## config.mk

```make
export PLATFORM = sky130hd
export DESIGN_NAME = shift_unit
export DESIGN_NICKNAME = d
export VERILOG_FILES = /design/src/rtl/shift_unit_pkg.sv /design/src/rtl/shift_amt_select.sv /design/src/rtl/shift_unit.sv
export SDC_FILE = /design/constraint.sdc
export NUM_CORES = 1
export LEC_CHECK = 0
export ABC_AREA = 0
export ABC_CLOCK_PERIOD_IN_PS = 3000
export BUFFER_PORTS_ARGS = -buffer_cell sky130_fd_sc_hd__buf_2
export CELL_PAD_IN_SITES_DETAIL_PLACEMENT = 0
export CELL_PAD_IN_SITES_GLOBAL_PLACEMENT = 1
export CORE_MARGIN = 10
export CORE_UTILIZATION = 31
export DETAILED_ROUTE_END_ITERATION = 16
export PLACE_DENSITY = 0.89
export SYNTH_ARGS = -nofsm -noshare
export SYNTH_HDL_FRONTEND = slang
export SYNTH_SLANG_ARGS = --single-unit
```

## constraint.sdc

```tcl
create_clock -name clk -period 3 [get_ports clk]
set_input_delay 0.75 -clock clk [delete_from_list [all_inputs] [get_ports clk]]
set_output_delay 0.75 -clock clk [all_outputs]
set_load 0.02 [all_outputs]
```

## src/rtl/shift_unit_pkg.sv

```systemverilog
// Shared definitions for the multicycle shift/rotate unit.
// Holds the op codes, the FSM state encoding and the op-code decoder.
package shift_unit_pkg;

  typedef enum logic [2:0] {
    SH_LOAD = 3'b000,
    SH_SLL  = 3'b001,
    SH_SRL  = 3'b010,
    SH_SRA  = 3'b011,
    SH_ROR  = 3'b100,
    SH_ROL  = 3'b101
  } shift_op_e;

  typedef enum logic [1:0] {
    ST_IDLE  = 2'd0,
    ST_SHIFT = 2'd1,
    ST_DONE  = 2'd2
  } state_e;

  // Codes 110 and 111 have no op of their own and behave as LOAD.
  function automatic shift_op_e decode_op(input logic [2:0] code);
    case (code)
      3'b001:  return SH_SLL;
      3'b010:  return SH_SRL;
      3'b011:  return SH_SRA;
      3'b100:  return SH_ROR;
      3'b101:  return SH_ROL;
      default: return SH_LOAD;
    endcase
  endfunction

endpackage

```

## src/rtl/shift_amt_select.sv

```systemverilog
// Combinational N-way shift-amount mux.
// It keeps only the low AMT_W bits of the selected source. An out-of-range select gives 0.
module shift_amt_select
  import shift_unit_pkg::*;
#(
  parameter int WIDTH = 32,
  parameter int NSRC  = 3,
  localparam int AMT_W = $clog2(WIDTH),
  localparam int SEL_W = (NSRC > 1) ? $clog2(NSRC) : 1
) (
  input  logic [SEL_W-1:0]      i_sel,
  input  logic [NSRC*WIDTH-1:0] i_src,
  output logic [AMT_W-1:0]      o_amt
);

  // The upper bits of each source are ignored on purpose.
  logic w_unused_hi;
  assign w_unused_hi = ^i_src;

  // NOTE: default first so no select value can infer a latch.
  always_comb begin
    o_amt = '0;
    for (int i = 0; i < NSRC; i++) begin
      if (i_sel == SEL_W'(i)) o_amt = i_src[i*WIDTH +: AMT_W];
    end
  end

endmodule

```

## src/rtl/shift_unit.sv

```systemverilog
// Multicycle shift/rotate unit with a start/busy/done handshake.
// It captures the operand on start and then shifts by up to STEP bits per cycle until the amount is used up.
module shift_unit
  import shift_unit_pkg::*;
#(
  parameter int WIDTH = 32,
  parameter int NSRC  = 3,
  parameter int STEP  = 1,
  localparam int AMT_W = $clog2(WIDTH),
  localparam int SEL_W = (NSRC > 1) ? $clog2(NSRC) : 1
) (
  input  logic                  clk,
  input  logic                  reset,
  input  logic                  start,
  input  logic [2:0]            shift_op,
  input  logic [SEL_W-1:0]      amt_sel,
  input  logic [NSRC*WIDTH-1:0] amt_src,
  input  logic [WIDTH-1:0]      data_in,
  output logic [WIDTH-1:0]      data_out,
  output logic                  busy,
  output logic                  done
);

  localparam int REM_W = AMT_W + 1;
  localparam logic [REM_W-1:0] STEP_R = REM_W'(STEP);

  state_e           r_state;
  shift_op_e        r_op;
  logic [REM_W-1:0] r_rem;
  logic [WIDTH-1:0] r_data;
  logic             r_busy;
  logic             r_done;

  logic [AMT_W-1:0] w_amt_raw;
  logic [AMT_W-1:0] w_amt;
  shift_op_e        w_op;
  logic [REM_W-1:0] w_step_amt;
  logic [WIDTH-1:0] w_shifted;

  shift_amt_select #(.WIDTH(WIDTH), .NSRC(NSRC)) u_amt_select (
    .i_sel (amt_sel),
    .i_src (amt_src),
    .o_amt (w_amt_raw)
  );

  assign w_op  = decode_op(shift_op);
  assign w_amt = (w_op == SH_LOAD) ? '0 : w_amt_raw;

  // The final step may be shorter than STEP when the amount is not a multiple of it.
  assign w_step_amt = (r_rem < STEP_R) ? r_rem : STEP_R;

  function automatic logic [WIDTH-1:0] shift_fn(input logic [WIDTH-1:0] d,
                                                input shift_op_e        op,
                                                input logic [REM_W-1:0] s);
    logic [REM_W-1:0] inv;
    inv = REM_W'(WIDTH) - s;
    case (op)
      SH_SLL:  return d << s;
      SH_SRL:  return d >> s;
      SH_SRA:  return $signed(d) >>> s;
      SH_ROR:  return (d >> s) | (d << inv);
      SH_ROL:  return (d << s) | (d >> inv);
      default: return d;
    endcase
  endfunction

  assign w_shifted = shift_fn(r_data, r_op, w_step_amt);

  // busy/done are registered next to the state so the control FSM sees clean levels.
  always_ff @(posedge clk or posedge reset) begin
    if (reset) begin
      r_state <= ST_IDLE;
      r_op    <= SH_LOAD;
      r_rem   <= '0;
      r_data  <= '0;
      r_busy  <= 1'b0;
      r_done  <= 1'b0;
    end else begin
      case (r_state)
        ST_IDLE, ST_DONE: begin
          r_done <= 1'b0;
          if (start) begin
            r_data <= data_in;
            r_op   <= w_op;
            r_rem  <= {1'b0, w_amt};
            if (w_amt == '0) begin
              r_state <= ST_DONE;
              r_done  <= 1'b1;
              r_busy  <= 1'b0;
            end else begin
              r_state <= ST_SHIFT;
              r_busy  <= 1'b1;
            end
          end else begin
            r_state <= ST_IDLE;
          end
        end
        ST_SHIFT: begin
          r_data <= w_shifted;
          r_rem  <= r_rem - w_step_amt;
          if (r_rem <= STEP_R) begin
            r_state <= ST_DONE;
            r_busy  <= 1'b0;
            r_done  <= 1'b1;
          end
        end
        default: begin
          r_state <= ST_IDLE;
          r_busy  <= 1'b0;
          r_done  <= 1'b0;
        end
      endcase
    end
  end

  assign data_out = r_data;
  assign busy     = r_busy;
  assign done     = r_done;

endmodule

```

==> results.cfg, run 1 <==
[clock_tree]
cts_sinks = 44
postCtsSetupRepairBufs = 0
cts_tree = yes
cts_hold_buf = 0
cts_buffers = 5
cts_buffer_depth = 2
ctsResizeCount = 0
insertion_delay_ns = 0.29
h-tree-depth = 2
cts-root-buf = clkbuf_16
clk_pin_slew_worst_paths_ns = 0.07

[yosys]
ys_warn_count = 0
synth_ff_type = dfrtp_1
synthArstFlopShare_pct = 100
syn-num-nets = 586
ys_seq_area_share_pct = 29.5
ys_ff_latch = 44
synth_edf_count = 0
syn_inst = 448
yosysUniqueCellTypes = 69
syn_area_mm2 = 0.00373
avgSynthCellArea_um2 = 8.34

[worst_setup_path]
reg2reg_depth = 5
cp-end-kind = flop
worstPathArrival_ns = 2.84
cp_max_fo = 18
timing.rr.end = data_out[30]$_DFFE_PP0P_
setup.worst_path.start_class = flop
r2r_start = r_state[0]$_DFFE_PP0P_
critical_path_required_ns = 3.21
critPathKind = flop to flop
rrSetupSlack_ns = 0.38

[place]
io_buffers = 88
placed_cells = 663
dp_hpwl_um = 10400
gp_congestion = 0.951
postPlaceCellArea_mm2 = 0.00433
place_ws_ns = 0.390

[route]
finalWirelength_um = 14300
viasPerCell = 6.19
drc = 0
ant_nets = 0
drt_pre_antenna_iters = 5
vias = 4152
wl_per_cell_um = 21.2
first_iter_violations = 363

[global_route]
grt_max_degree = 45
antenna_found_initial = 0
grt_usage_pct = 16.7
grt_first_pass_wirelength_um = 22700
grt_pass1_vias = 4099
overflow = 0

[hold_path]
min_to = busy$_DFFE_PP0P_
hp-start = busy$_DFFE_PP0P_
min_path_type = flop to flop
min_path_cells = 2

[floorplanning]
die_x_um = 130
coreArea_mm2 = 0.0119
initial_core_util_pct = 31.4
die_h_um = 130
die-area_mm2 = 0.0168
io_pins = 170
fp-row-count = 40

[timing]
relSlewSlack_pct = 25.3
report.final.slew_viol_count = 0
finalCritPeriodShare_pct = 87.4
hold_viol = 0
fmax_mhz = 381
finalSetupViolCount = 0
rsz0062_at_grt = false
holdWs_ns = 0.497
skew_ns = 0.00999
worstMarginPinSlew_ns = 1.12
tns_ns = 0
period_needed_ns = 2.62
fin_ws_ns = 0.378

[power_and_ir_drop]
leakagePower_uw = 0.00183
ir_worst_vdd_v = 0.000395
power_density_mw_per_mm2 = 1190

[run]
maxCapViolCount = 0

[outcome]
outcome = finished clean

[cells_and_area]
area_delta_synth_final_pct = 20.7
multi_input_area_mm2 = 0.00242
final_cells = 671
layout-drive-gt1-share_pct = 29.6
final_area_mm2 = 0.00451
seq_area_mm2 = 0.00110
fillerInstances = 1227
nNetsFinal = 661
antennaDiodeCount = 0
[where the power goes]
part	leakage (µW)	internal (µW)	switching, µW	total (µW)
sequential	0.000510	874	635	1510
clock	0.0000840	397	260	656
combinational	0.00124	1320	1870	3190
[worst max path at each step]
stage / from / end / slack (ns) / depth (start not counted)
floorplan: r_rem[2]$_DFFE_PP0P_ / data_out[19]$_DFFE_PP0P_ / 0.16 / 12
global placement: start / data_out[30]$_DFFE_PP0P_ / 0.43 / 6
detailed placement: start / data_out[2]$_DFFE_PP0P_ / 0.39 / 6
CTS: r_state[0]$_DFFE_PP0P_ / data_out[30]$_DFFE_PP0P_ / 0.39 / 5
global route: r_state[0]$_DFFE_PP0P_ / data_out[5]$_DFFE_PP0P_ / 0.10 / 5
finish: r_state[0]$_DFFE_PP0P_ / data_out[30]$_DFFE_PP0P_ / 0.38 / 5
[final cells by class]
| class | instances | area share, % |
|---|---|---|
| timing repair buffer | 107 | 12.9 |
| clock buffer | 5 | 2.78 |
| multi-input combinational | 355 | 53.8 |
| sequential | 44 | 24.4 |
| inverter | 10 | 0.944 |
| clock inverter | 3 | 1.05 |
| tap | 147 | 4.08 |
[layout by cell type, fill, tap and decap left out, drive strengths merged, types with 11 or more instances in the layout]
master and n:
o21ai 44, nand2 51, mux2 11, nand3 18
or3 12, o22ai 15, dfrtp 44, mux4 12
a21oi 41, a31oi 21, buf 107, mux2i 13
nor2 19
[critical path, stage by stage (launching register included)]
cell	delay [ns]
dfrtp_1	0.41
nor2b_2	0.62
a31oi_2	0.21
a21oi_1	0.90
o22ai_1	0.19
a31oi_1	0.20
[through the flow]
stage	util (%)	total power [µW]
after detailed placement	36.4	4670
after CTS	37.8	5330
final	37.8	5360
after global routing	37.8	5750
after global placement	36.4	4600
after floorplan	-	3600
[sequential cells by signal (all words and copies together) (netlist names)]
| signal | flops |
|---|---|
| busy | 1 |
| data_out | 32 |
| r_op | 3 |
| r_rem | 6 |
| r_state | 2 |
[metal layers]
layer  vias up  GRT usage (%)  wire length, µm
met5         -              0                0
met4         0           5.03              208
met3        20           5.15             1390
met2       211           27.3             6810
met1      2039           20.7             5860
li1       1882              -                -
[cells by family after synthesis]
group | share of synthesized area [%]
AND/OR/NAND/NOR | 17.6
other | 0.100
flip-flops | 29.5
AO/OA/AOI/OAI | 31.9
XOR/XNOR | 0.235
multiplexers | 14.0
adder cells (fa/ha/maj) | 0.670
buffers and inverters | 6.00
[synthesized netlist by cell type, types with 2 or more instances]
cell	instances	share of area, %
nand3b_1	2	0.40
clkbuf_1	24	2.4
nand2b_1	2	0.33
mux2i_1	13	3.5
a221oi_1	4	0.94
a21oi_1	41	5.5
o32ai_1	2	0.47
a31o_2	3	0.70
buf_2	10	1.3
or2_2	2	0.33
a41oi_1	2	0.47
ha_1	2	0.67
mux4_2	12	7.2
nor3_1	8	1.1
nor2_1	18	1.8
a31oi_1	21	3.5
a21o_1	2	0.40
inv_1	9	0.90
nand4_1	3	0.50
buf_4	3	0.60
nor4_1	2	0.33
o21ai_0	42	5.6
o211ai_1	8	1.6
a32o_1	3	0.80
or3_1	12	2.0
o21a_1	3	0.60
nand3_1	18	2.4
o21ai_1	2	0.27
a32oi_1	2	0.47
a211oi_1	6	1.2
nand2_1	49	4.9
nor2b_1	5	0.84
dfrtp_1	44	29
a22oi_1	3	0.60
o22ai_1	15	2.5
o22a_1	8	1.9
mux2_2	11	3.3
Note: power is estimated with default switching activity, not from simulation.
==> run 2, diff against run 1 <==
--- a/config.mk
+++ b/config.mk
@@ -11,9 +11,9 @@
 export CELL_PAD_IN_SITES_DETAIL_PLACEMENT = 0
 export CELL_PAD_IN_SITES_GLOBAL_PLACEMENT = 1
 export CORE_MARGIN = 10
-export CORE_UTILIZATION = 31
+export CORE_UTILIZATION = 30
 export DETAILED_ROUTE_END_ITERATION = 16
-export PLACE_DENSITY = 0.89
+export PLACE_DENSITY = 0.87
 export SYNTH_ARGS = -nofsm -noshare
 export SYNTH_HDL_FRONTEND = slang
 export SYNTH_SLANG_ARGS = --single-unit
==> run 2 against run 1 <==
Combinational power is 2% higher. Worst hold slack got worse by 0.088 ns. Maximum frequency rose by 3.6%. Core utilization decreased by 0.057 points. Final cell count rose by 3.9%. Clock skew decreased by 0.0023 ns. Clock power increased by 4.3%. First-iteration DRC count down 8.8%.
==> results.cfg, run 2 (synthesis gave the netlist of run 1 again) <==
[worst_setup_path]
cp-end-kind = flop
r2r_start = r_rem[2]$_DFFE_PP0P_
critical_path_required_ns = 3.16
slowest_stage = dfrtp_1
cp_cell_sequence = nor4_4 -> nand2_4 -> clkinv_4 -> ha_1 -> inv_1 -> mux4_2 -> o221ai_2 -> a31oi_1
rrSetupSlack_ns = 0.47
worstPathArrival_ns = 2.69
timing.rr.end = data_out[30]$_DFFE_PP0P_
cp_max_fo = 11
setup.worst_path.start_class = flop
reg2reg_depth = 8
critPathKind = flop to flop
cpPeakStageDelay_ns = 0.49

[timing]
period_needed_ns = 2.53
finalSetupViolCount = 0
tns_ns = 0
finalCritPeriodShare_pct = 84.4
relSlewSlack_pct = 65.7
hold_viol = 0
report.final.slew_viol_count = 0
fmax_mhz = 395
rsz0062_at_grt = false
skew_ns = 0.00773
worstMarginPinSlew_ns = 0.511

[clock_tree]
ctsResizeCount = 0
postCtsSetupRepairBufs = 0
insertion_delay_ns = 0.30
cts_buffer_depth = 2
h-tree-depth = 2
cts-root-buf = clkbuf_16
cts_sinks = 44
cts_tree = yes
cts_buffers = 5
cts_hold_buf = 0
clk_pin_slew_worst_paths_ns = 0.07

[outcome]
outcome = finished clean

[cells_and_area]
area_delta_synth_final_pct = 22.5
layout_commonest_cell = buf_2
final_util_pct = 37.8
layout-drive-gt1-share_pct = 30.1
layout_common_cells = buf_2 (88), nand2_1 (49), dfrtp_1 (44)
nNetsFinal = 665
largest_register_ffs = 32
final_area_mm2 = 0.00458

[global_route]
antenna_found_initial = 1
overflow = 0
grt_pass1_vias = 4150
grt_first_pass_wirelength_um = 22800
grt_usage_pct = 15.9
grt_max_degree = 35

[floorplanning]
initial_core_util_pct = 30.8
coreArea_mm2 = 0.0121
die-area_mm2 = 0.0173
die_h_um = 132
io_pins = 170
die_x_um = 132
fp-row-count = 40

[route]
first_iter_violations = 331
ant_nets = 0
finalWirelength_um = 14400
drc = 0
viasPerCell = 5.99
vias = 4177
wl_per_cell_um = 20.6
drt_pre_antenna_iters = 5

[place]
gp_congestion = 0.937
io_buffers = 88
postPlaceCellArea_mm2 = 0.00439
dp_hpwl_um = 10600

[hold_path]
min_path_type = input port to async pin

[power_and_ir_drop]
leakagePower_uw = 0.00186
ir_worst_vdd_v = 0.000314
power_density_mw_per_mm2 = 1190

[run]
maxCapViolCount = 0
==> run 2: layer usage <==
metal	share of wire (%)	up-vias	routed length [µm]	global-route usage (%)
met1	41	2032	5880	19.9
met5	0	-	0	0
met3	9.1	31	1320	4.04
met2	48	226	6920	26.0
met4	2.0	0	283	5.25
li1	-	1888	-	-
==> run 2: per-stage QoR <==
stage	worst slack, ns	instances	hold WS, ns	power [µW]
after floorplan	0.158	448	0.528	3600
after global placement	0.593	688	0.472	4620
after detailed placement	0.544	688	0.487	4690
after CTS	0.519	696	0.422	5390
after global routing	0.303	696	0.434	5800
final	0.468	697	0.409	5430
==> run 2: final cells by class <==
| class | count | area (µm²) |
|---|---|---|
| Fill cell | 1276 | 7540 |
| Multi-Input combinational cell | 355 | 2420 |
| Sequential cell | 44 | 1100 |
| Timing Repair Buffer | 111 | 613 |
| Tap cell | 168 | 210 |
| Clock buffer | 7 | 153 |
| Inverter | 10 | 42.5 |
| Clock inverter | 1 | 30.0 |
| Antenna cell | 1 | 2.50 |
==> run 2: worst max path at each step <==
stage / slack [ns] / start / endpoint
finish: 0.47 / r_rem[2]$_DFFE_PP0P_ / data_out[30]$_DFFE_PP0P_
detailed placement: 0.54 / r_rem[4]$_DFFE_PP0P_ / data_out[30]$_DFFE_PP0P_
global route: 0.30 / r_rem[2]$_DFFE_PP0P_ / data_out[30]$_DFFE_PP0P_
global placement: 0.59 / r_rem[4]$_DFFE_PP0P_ / data_out[30]$_DFFE_PP0P_
floorplan: 0.16 / r_rem[2]$_DFFE_PP0P_ / data_out[19]$_DFFE_PP0P_
CTS: 0.52 / r_rem[4]$_DFFE_PP0P_ / data_out[30]$_DFFE_PP0P_
==> run 2: power breakdown <==
group / internal, µW / switching, µW
logic: 1340 / 1890
clock network: 439 / 245
registers: 874 / 634
==> run 2: critical path, delay by kind of cell, from the launching register on <==
family | cells | cell delay [ns]
flip-flops | 1 | 0.49
AND/OR/NAND/NOR | 2 | 0.44
multiplexers | 1 | 0.41
buffers and inverters | 2 | 0.40
adder cells (fa/ha/maj) | 1 | 0.35
AO/OA/AOI/OAI | 2 | 0.30
==> run 3, diff against run 2 <==
--- a/config.mk
+++ b/config.mk
@@ -6,14 +6,14 @@
 export NUM_CORES = 1
 export LEC_CHECK = 0
 export ABC_AREA = 0
-export ABC_CLOCK_PERIOD_IN_PS = 3000
+export ABC_CLOCK_PERIOD_IN_PS = 2350
 export BUFFER_PORTS_ARGS = -buffer_cell sky130_fd_sc_hd__buf_2
 export CELL_PAD_IN_SITES_DETAIL_PLACEMENT = 0
 export CELL_PAD_IN_SITES_GLOBAL_PLACEMENT = 1
 export CORE_MARGIN = 10
 export CORE_UTILIZATION = 30
 export DETAILED_ROUTE_END_ITERATION = 16
-export PLACE_DENSITY = 0.87
+export PLACE_DENSITY = 0.84
 export SYNTH_ARGS = -nofsm -noshare
 export SYNTH_HDL_FRONTEND = slang
 export SYNTH_SLANG_ARGS = --single-unit
==> constraint.sdc (replaced) <==
create_clock -name clk -period 2.35 [get_ports clk]
set_input_delay 0.5875 -clock clk [delete_from_list [all_inputs] [get_ports clk]]
set_output_delay 0.5875 -clock clk [all_outputs]
set_load 0.02 [all_outputs]
==> run 3 against run 2 <==
First-iteration DRC count increased by 45%. Sequential cell count unchanged. Clock power increased by 19%. Die area unchanged. Final cell count increased by 1.3%. Maximum frequency increased by 14%. Clock-buffer cell count decreased by 2. Combinational power increased by 35%. Sequential share of layout area decreased by 0.68 points. Largest power group unchanged.
==> results.cfg, run 3 (synthesis gave the netlist of run 1 again) <==
[worst_setup_path]
critPathKind = flop to flop
critical_path_required_ns = 2.52
cp-end-kind = flop
cp_top_family = simple AND/OR/NAND/NOR gates
slowest_stage = or3b_1
cp-startpoint = r_op[2]$_DFFE_PP0P_
cp_max_fo = 13
worstPathArrival_ns = 2.40
cp_cell_sequence = or3b_1 -> nand2_2 -> mux2_2 -> o22ai_1 -> a21oi_1
setup.worst_path.start_class = flop
cpPeakStageDelay_ns = 0.55
path_buf_inv = 0
r2r_start = r_op[2]$_DFFE_PP0P_

[global_route]
antenna_found_initial = 1
overflow = 0
grt_max_degree = 35
grt_usage_pct = 16.2
grt_first_pass_wirelength_um = 23500
grt_pass1_vias = 4238

[route]
viasPerCell = 6.02
ant_nets = 0
finalWirelength_um = 14800
vias = 4248
drc = 0
drt_pre_antenna_iters = 5
first_iter_violations = 479
wl_per_cell_um = 20.9

[power_and_ir_drop]
power_frac_seq_pct = 26.7
p_int_uw = 3460
p_sw_uw = 3620
power_density_mw_per_mm2 = 1500
leakagePower_uw = 0.00191
ir_worst_vdd_v = 0.000466
combPwrFrac_pct = 61.8
pwr-share-clk_pct = 11.5
switching_share_pct = 51.1

[floorplanning]
initial_core_util_pct = 30.8
die-area_mm2 = 0.0173
die_x_um = 132
coreArea_mm2 = 0.0121
die_h_um = 132
fp-row-count = 40
io_pins = 170

[timing]
finalCritPeriodShare_pct = 94.8
report.final.slew_viol_count = 0
rsz0062_at_grt = false
finalSetupViolCount = 0
relSlewSlack_pct = 43.8
worstMarginPinSlew_ns = 0.838
period_needed_ns = 2.23
fmax_mhz = 449
skew_ns = 0.00682
tns_ns = 0
hold_viol = 0

[clock_tree]
clk_pin_slew_worst_paths_ns = 0.07
cts_sinks = 44
insertion_delay_ns = 0.29
cts-root-buf = clkbuf_16
cts_tree = yes
cts_buffers = 5
cts_buffer_depth = 2
h-tree-depth = 2

[cells_and_area]
area_delta_synth_final_pct = 26.1
final_area_mm2 = 0.00471
final_util_pct = 38.9
nNetsFinal = 674
largest_register_ffs = 32
layout_commonest_cell = buf_2
layout_common_cells = buf_2 (88), nand2_1 (49), dfrtp_1 (44)
layout-drive-gt1-share_pct = 32.0

[place]
gp_congestion = 0.935
io_buffers = 88
dp_hpwl_um = 10800
postPlaceCellArea_mm2 = 0.00451

[outcome]
outcome = finished clean

[run]
maxCapViolCount = 0

[hold_path]
min_path_type = input port to async pin
-- run 3: area by class of cell --
class | instances | area [µm²]
tap | 168 | 210
timing repair buffer | 120 | 722
inverter | 10 | 52.6
multi-input combinational | 355 | 2450
fill | 1270 | 7400
clock inverter | 3 | 42.5
antenna | 1 | 2.50
clock buffer | 5 | 125
sequential | 44 | 1100
-- run 3: power by group through the flow --
stage                     clock network (µW)  logic, µW  registers [µW]
after floorplan                            0       2750            1880
after global placement                     0       4250            1850
after detailed placement                   0       4310            1870
after CTS                                829       4340            1850
after global routing                     860       4750            1940
final                                    817       4370            1890
-- run 3: per-layer routing --
layer,vias to the layer above,global-route usage [%],wire length [µm]
li1,1912,-,-
met1,2097,20.1,6030
met2,206,26.9,7150
met3,33,3.70,1210
met4,0,5.50,370
met5,-,0,0
-- run 3: stage by stage --
step                cells  power [µW]  worst slack [ns]  hold WS [ns]
detailed placement    695        6170           0.00670         0.482
finish                706        7080             0.122         0.358
global placement      695        6090           0.00982         0.478
floorplan             448        4640             0.172         0.527
global route          705        7550            0.0143         0.404
CTS                   703        7010            0.0282         0.385
-- run 3: worst paths after layout --
| path | end | slack [ns] | cells after the start |
|---|---|---|---|
| min in group clk | busy$_DFFE_PP0P_ | 0.49 | 2 |
| setup reg to reg | data_out[28]$_DFFE_PP0P_ | 0.12 | 5 |
| hold reg to reg | busy$_DFFE_PP0P_ | 0.49 | 2 |
| hold / removal | r_op[2]$_DFFE_PP0P_ | 0.36 | 2 |
| max in group asynchronous | data_out[2]$_DFFE_PP0P_ | 1.44 | 3 |
| setup / recovery | data_out[28]$_DFFE_PP0P_ | 0.12 | 5 |
-- run 3: repair_timing --
action,CTS,global route
buffers inserted,0,2
setup endpoints to repair,0,16
resized for setup,0,4
hold buffers,0,0
